[config.mk]
export PLATFORM = sky130hd
export DESIGN_NAME = usb_rx_fifo
export DESIGN_NICKNAME = d
export VERILOG_FILES = /design/src/rtl/usb_rx_fifo.sv
export SDC_FILE = /design/constraint.sdc
export NUM_CORES = 1
export LEC_CHECK = 0
export CORE_UTILIZATION = 55
export CTS_CLUSTER_DIAMETER = 60
export DETAILED_ROUTE_END_ITERATION = 12
export PLACE_DENSITY_LB_ADDON = 0.25
export SETUP_SLACK_MARGIN = 0.15
export SYNTH_ARGS = -nofsm -noshare
export SYNTH_HDL_FRONTEND = slang
export SYNTH_SLANG_ARGS = --single-unit
[constraint.sdc]
create_clock -name CLK -period 7.7 [get_ports CLK]
set_input_delay 1.925 -clock CLK [delete_from_list [all_inputs] [get_ports CLK]]
set_output_delay 1.925 -clock CLK [all_outputs]
set_load 0.005 [all_outputs]
[src/rtl/usb_rx_fifo.sv]
// First-word-fall-through receive FIFO between the USB FT-bus front end and its consumer.
// Define USB_RX_OVF_COUNT_EN to build the saturating dropped-write counter behind OVF_COUNT.
module usb_rx_fifo #(
    parameter int DEPTH        = 32,
    parameter int AFULL_MARGIN = 4
) (
    input  logic                     CLK,
    input  logic                     RST,
    input  logic                     WR_EN,
    input  logic [15:0]              WR_DATA,
    input  logic [1:0]               WR_BE,
    output logic                     FULL,
    output logic                     ALMOST_FULL,
    output logic [15:0]              RD_DATA,
    output logic [1:0]               RD_BE,
    output logic                     RD_VALID,
    input  logic                     RD_READY,
    output logic [$clog2(DEPTH):0]   LEVEL,
    output logic                     OVERFLOW,
    output logic [7:0]               OVF_COUNT
);

    localparam int AW = $clog2(DEPTH);
    localparam logic [AW:0] FULL_LEVEL  = (AW+1)'(DEPTH);
    localparam logic [AW:0] AFULL_LEVEL = (AW+1)'(DEPTH - AFULL_MARGIN);

    logic [17:0]   mem [DEPTH];
    logic [AW-1:0] wr_ptr;
    logic [AW-1:0] rd_ptr;
    logic [AW:0]   level;
    logic          overflow;

    logic write_req;
    logic wr_accept;
    logic wr_drop;
    logic rd_fire;
    logic full;

    // Fullness is judged on the level at the start of the cycle, so a write
    // arriving while full is dropped even if a read frees a slot that same edge.
    assign full      = (level == FULL_LEVEL);
    assign write_req = WR_EN && (WR_BE != 2'b00);
    assign wr_accept = write_req && !full;
    assign wr_drop   = write_req && full;
    assign rd_fire   = (level != '0) && RD_READY;

    always_ff @(posedge CLK) begin
        if (!RST && wr_accept) begin
            mem[wr_ptr] <= {WR_BE, WR_DATA};
        end
    end

    always_ff @(posedge CLK) begin
        if (RST) begin
            wr_ptr   <= '0;
            rd_ptr   <= '0;
            level    <= '0;
            overflow <= 1'b0;
        end else begin
            if (wr_accept) begin
                wr_ptr <= wr_ptr + 1'b1;
            end
            if (rd_fire) begin
                rd_ptr <= rd_ptr + 1'b1;
            end
            case ({wr_accept, rd_fire})
                2'b10:   level <= level + 1'b1;
                2'b01:   level <= level - 1'b1;
                default: level <= level;
            endcase
            if (wr_drop) begin
                overflow <= 1'b1;
            end
        end
    end

`ifdef USB_RX_OVF_COUNT_EN
    logic [7:0] ovf_count;

    // Saturates rather than wrapping so a long overrun never reads back as small.
    always_ff @(posedge CLK) begin
        if (RST) begin
            ovf_count <= 8'd0;
        end else if (wr_drop && (ovf_count != 8'hFF)) begin
            ovf_count <= ovf_count + 8'd1;
        end
    end

    assign OVF_COUNT = ovf_count;
`else
    assign OVF_COUNT = 8'd0;
`endif

    assign FULL        = full;
    assign ALMOST_FULL = (level >= AFULL_LEVEL);
    assign RD_VALID    = (level != '0);
    assign RD_DATA     = mem[rd_ptr][15:0];
    assign RD_BE       = mem[rd_ptr][17:16];
    assign LEVEL       = level;
    assign OVERFLOW    = overflow;

endmodule

==> flow_summary_export.csv, run 1 <==
group,metric,value,unit
status,status,"finished clean",
layout,n_fill_cell,2855,
clocking,cts_setup_buffers,0,
layout,area_growth,12.68,%
power,p_leak,0.007934,uW
global_routing,antenna_found_initial,0,
global_routing,grt_use_total,25.30,%
sta,rsz0062_at_grt,"no",
setup_path,reg2reg_depth,10,
synth,async_reset_ff_share,0,%
global_routing,grt_pass1_vias,11642,
setup_path,cp_top_family,"buffers and inverters",
synth,synth_seq_cells,598,
floorplan,dieWidth,208.2,um
floorplan,rows,75,
setup_path,crit_slowest_cell,"dfxtp_4",
floorplan,die_area,43330,um2
synth,synth.distinct_cells,54,
route,drt_iter0_drc,1334,
synth,yosys.area.top_type,"edfxtp_1",
layout,num_antenna_cells,0,
clocking,clock_path_buffers,3,
synth,synth.area.top_cells,"edfxtp_1, mux4_2, mux2i_1, a22oi_1, dfxtp_1",
sta,finalCritPeriodShare,76.04,%
layout,fin_nets,1302,
power,irDropWorstVdd,0.2532,mV
synth,yosys-top-cells-count,"edfxtp_1, mux2i_1, a22oi_1",
synth,syn_avg_cell_area,19.35,um2
min_path,holdPathStages,2,
synth,synth-edff-count,576,
sta,maxSlewViolCount,0,
setup_path,path_buf_inv,2,
synth,yosysMostFrequentCell,"edfxtp_1",
floorplan,die-height,208.2,um
clocking,clock_sinks,598,
setup_path,critPathMaxFanout,40,
sta,slew_headroom,12.15,%
sta,worstMarginPinSlew,1312,ps
placement,hpwl,31.33,mm
setup_path,worstPathCellList,"buf_4, mux4_2, a22oi_1, nand4_1, clkdlybuf4s50_1",
sta,whs,482.1,ps
clocking,numCtsBuffers,58,
min_path,min_path_type,"reg2reg",
setup_path,crit_type,"reg2out",
setup_path,cp-start-kind,"register",
synth,ys.flop_type,"edfxtp_1",
clocking,path_clk_slew,60,ps
route,dr.pass1.iters,6,
job,drv_cap,0,
sta,setup_tns,0,ps
floorplan,start_util,55.72,%
clocking,cts_resized,0,
synth,ys_seq_area_share,75.88,%
setup_path,worstPathRequired,5780,ps
sta,skew,14.74,ps
placement,gp_congestion,0.8409,
sta,max_freq,0.1708,GHz
route,via_per_inst,6.350,
power,cellPowerDensity,304.7,nW/um2
clocking,clkLatencyLatePin,610,ps
synth,synth_area,23370,um2
global_routing,grt_pass1_wl,78.45,mm
route,routed_wl,53.50,mm
layout,final_core_util,62.79,%
clocking,cts_tree,"done",
setup_path,critical_path_arrival,3930,ps
synth,yosysTopAreaCellShare,74.00,%
route,postRouteAntennaNets,0,
clocking,ctsRootBufferMaster,"clkbuf_16",
clocking,htree_levels,2,
synth,yosysWarningCount,0,
global_routing,grt_max_degree,93,
sta,setup_viol,0,
setup_path,slowest_delay,870,ps
route,avgRoutedWirePerCell,28.78,um
global_routing,grt_overflow,0,
floorplan,core_area,41950,um2
layout,layout-drive-gt1-share,18.03,%
route,num_vias,11805,
sta,hold_viol_final,0,
setup_path,end_kind,"primary output",
sta,fin_crit,5855,ps
setup_path,cp_num_cells,5,
floorplan,ios,58,
placement,port_buffers,49,
clocking,cts_hold_buf,0,
route,drc,0,
synth,synth_cells,1208,
[routing by layer]
layer  vias up  share of wire (%)  wire length, um  GRT usage [%]
met1      6096                 40            21360          36.36
met3        75                9.4             5006          4.589
met2       573                 48            25740          39.69
met4         0                2.6             1396          8.225
met5         -                  0                0              0
li1       5061                  -                -              -
[stage by stage]
stage / total power (uW) / cell area, um2 / cells / worst slack, ps
after CTS: 8065 / 26340 / 1859 / 1727
after detailed placement: 5246 / 24410 / 1751 / 2364
after floorplan: 4744 / 23400 / 1215 / 3579
after global routing: 8267 / 26340 / 1859 / 1602
final: 8025 / 26340 / 1859 / 1845
after global placement: 5233 / 24410 / 1751 / 2366
[cell type report]
| type | instances | area (um2) | share of cell area, % |
|---|---|---|---|
| repair buffers | 72 | 663.1 | 2.518 |
| multi-input cells | 535 | 5301 | 20.13 |
| flip-flops and latches | 598 | 17740 | 67.37 |
| well taps | 539 | 674.4 | 2.561 |
| clock inverters | 42 | 405.4 | 1.539 |
| inverters | 7 | 26.28 | 0.09976 |
| clock buffers | 66 | 1523 | 5.781 |
[layout by cell type (no fill, tap or decap), types with 6 or more instances in the layout]
cell type / instances
clkbuf_16: 59
mux4_2: 66
inv_1: 7
ha_1: 8
dfxtp_1: 20
mux2i_1: 147
clkinv_1: 13
clkdlybuf4s50_1: 44
a21oi_1: 7
nand4_1: 19
clkinv_2: 13
nor2_2: 31
xor2_1: 6
nor2_1: 21
edfxtp_1: 576
a22oi_1: 109
bufinv_16: 7
mux4_1: 6
buf_4: 21
nand3_1: 42
conb_1: 8
[sequential cells by signal, indices dropped and copies added (netlist names), named ones only]
register  flops
mem         576
OVERFLOW      1
LEVEL         6
rd_ptr        5
wr_ptr        5
[final timing paths]
check	startpoint	end	slack (ps)
min reg2reg	OVERFLOW$_SDFFE_PP0P_	OVERFLOW$_SDFFE_PP0P_	480
min	OVERFLOW$_SDFFE_PP0P_	OVERFLOW$_SDFFE_PP0P_	480
max reg2reg	LEVEL[2]$_SDFFE_PP0P_	LEVEL[4]$_SDFFE_PP0P_	4570
max	register	RD_DATA[0]	1850
[logic make-up (layout without fill, tap and decap cells)]
family          count (synthesis)  after routing  share of synthesized area (%)
xor+xnor                        9              9                         0.3373
simple gates                  153            153                          3.388
flops                         598            598                          75.88
mux                           222            222                          13.49
other cells                     1              8                        0.01604
fa+ha+maj                       8              8                         0.4283
buf+inv                        82            187                          1.965
compound gates                135            135                          4.491
[report_power, final]
group / internal [uW] / switching, uW
Sequential: 3610 / 137
Combinational: 677 / 751
Clock: 1660 / 1200
[worst register-to-register path: cells and delay by family (launching register included)]
| family | cells | cell delay, ps |
|---|---|---|
| buffers and inverters | 1 | 120 |
| AND/OR/NAND/NOR | 1 | 510 |
| XOR/XNOR | 1 | 190 |
| flip-flops | 1 | 440 |
| AO/OA/AOI/OAI | 4 | 870 |
| adder cells (fa/ha/maj) | 2 | 530 |
| multiplexers | 1 | 350 |
No activity file was read; power rests on OpenSTA's default activity.
==> run 2: changes to the inputs <==
- clock period: 7.7 -> 5.8 ns (I/O delays scaled with it)
==> run 2 against run 1 <==
Utilization up 0.30 points. Non-clock buffer count is 29 higher. Cell count up 1.7%. Clock-buffer cell count up 14. Critical path depth stayed put. Worst hold slack improved by 4.6 ps. Combinational power grew 34%.
==> flow_summary_export.csv, run 2 (same netlist as run 1, synthesis figures left out) <==
group,metric,value,unit
status,status,"finished clean",
route,dr.pass1.iters,5,
clocking,clock_sinks,598,
sta,hold_viol_final,0,
floorplan,die_area,43330,um2
global_routing,grt_use_total,24.57,%
route,postRouteAntennaNets,0,
clocking,cts_tree,"done",
setup_path,crit_slowest_cell,"dfxtp_4",
power,swShare,25.88,%
power,seqPwrFrac,47.5,%
floorplan,rows,75,
route,avgRoutedWirePerCell,27.70,um
power,clockPowerShare,34.0,%
power,internal-power,7685,uW
sta,skew,13.80,ps
min_path,holdPathStages,2,
sta,setup_viol,0,
clocking,cts_setup_buffers,0,
clocking,clkLatencyLatePin,620,ps
min_path,min_path_type,"reg2reg",
floorplan,start_util,55.72,%
sta,slew_headroom,15.15,%
global_routing,grt_max_degree,77,
floorplan,ios,58,
global_routing,grt_pass1_vias,11613,
power,irDropWorstVdd,0.3198,mV
clocking,path_clk_slew,60,ps
global_routing,antenna_found_initial,2,
floorplan,dieWidth,208.2,um
global_routing,grt_overflow,0,
placement,gp_congestion,0.8262,
clocking,htree_levels,2,
job,drv_cap,0,
global_routing,grt_pass1_wl,76.71,mm
sta,worstMarginPinSlew,1267,ps
setup_path,slowest_delay,660,ps
power,pwr-share-comb,18.5,%
setup_path,end_kind,"primary output",
setup_path,critPathMaxFanout,54,
route,routed_wl,52.37,mm
clocking,ctsRootBufferMaster,"clkbuf_16",
clocking,numCtsBuffers,59,
route,via_per_inst,6.291,
layout,regArea,17740,um2
layout,multi_input_area,5301,um2
layout,top_register,"mem",
layout,largest_register_ffs,576,
setup_path,critical_path_arrival,3550,ps
power,p_leak,0.008024,uW
power,p_sw,2684,uW
layout,area_growth,13.22,%
layout,fin_nets,1332,
sta,fin_crit,5000,ps
clocking,cts_hold_buf,0,
sta,maxSlewViolCount,0,
clocking,cts_resized,0,
layout,n_fill_cell,2832,
layout,layout-drive-gt1-share,18.49,%
placement,port_buffers,49,
placement,post-place-cells,1780,
placement,hpwl,30.70,mm
setup_path,worstPathCellList,"buf_12, mux4_2, a22oi_1, nand4_1, clkdlybuf4s50_1",
floorplan,core_area,41950,um2
power,cellPowerDensity,391.8,nW/um2
setup_path,crit_type,"reg2out",
layout,fin_cells,1891,
route,drc,0,
route,drt_iter0_drc,1219,
setup_path,worstPathRequired,4350,ps
sta,finalCritPeriodShare,86.20,%
clocking,clock_path_buffers,3,
sta,rsz0062_at_grt,"no",
layout,final_cell_mix,"edfxtp_1, mux2i_1, a22oi_1",
sta,setup_tns,0,ps
layout,num_antenna_cells,0,
route,num_vias,11897,
sta,max_freq,0.2000,GHz
setup_path,cp-start-kind,"register",
setup_path,reg2reg_depth,10,
floorplan,die-height,208.2,um
layout,layout_commonest_cell,"edfxtp_1",
-- run 2: cell types whose count changed in the layout (fill, tap and decap cells not counted), sizes merged --
| cell | change |
|---|---|
| buf | +25 |
| clkbuf | +13 |
| bufinv | -6 |
| clkdlybuf4s50 | +5 |
| clkinvlp | -3 |
| inv | -2 |
-- run 2: path summary, 6_finish.rpt --
path	startpoint	to	slack (ps)
setup / recovery	register	RD_DATA[15]	800
hold reg to reg	OVERFLOW$_SDFFE_PP0P_	OVERFLOW$_SDFFE_PP0P_	490
setup reg to reg	LEVEL[1]$_SDFFE_PP0P_	LEVEL[4]$_SDFFE_PP0P_	2510
hold / removal	OVERFLOW$_SDFFE_PP0P_	OVERFLOW$_SDFFE_PP0P_	490
-- run 2: through the flow --
stage | power [uW] | hold WS (ps) | setup WS [ps] | utilization (%) | instance area, um2
after floorplan | 6298 | 460.4 | 2154 | - | 23400
after global placement | 6915 | 471.0 | 1039 | 58.83 | 24680
after detailed placement | 6941 | 473.3 | 957.3 | 58.83 | 24680
after CTS | 10420 | 491.7 | 729.8 | 63.09 | 26460
after global routing | 10700 | 538.0 | 635.3 | 63.09 | 26460
final | 10370 | 486.8 | 800.4 | 63.09 | 26460
-- run 2: layout make-up --
type / instances / area share [%]
clock buffer: 80 / 6.033
multi-input combinational: 535 / 20.03
tap: 539 / 2.548
clock inverter: 31 / 0.7139
inverter: 7 / 0.09929
timing repair buffer: 101 / 3.518
sequential: 598 / 67.05
-- run 2: layer usage --
metal  wire, um  global-route usage (%)  up-vias
met5         12                       0        -
met4       1292                   8.148        2
met3       4478                   3.683       72
met2      25410                   38.79      536
met1      21180                   35.58     6149
li1           -                       -     5138
-- run 2: worst max-delay path: cells and delay by family, from the launching register on --
family	cells	cell delay, ps
AO/OA/AOI/OAI	1	500
buffers and inverters	2	930
flip-flops	1	660
multiplexers	1	560
AND/OR/NAND/NOR	1	210
-- run 2: power by group through the flow --
stage                     logic (uW)  registers [uW]  clock network [uW]
final                           1920            4930                3520
after global routing            2040            4940                3720
after floorplan                 1390            4910                   0
after CTS                       1920            4930                3570
after global placement          1900            5020                   0
after detailed placement        1920            5020                   0
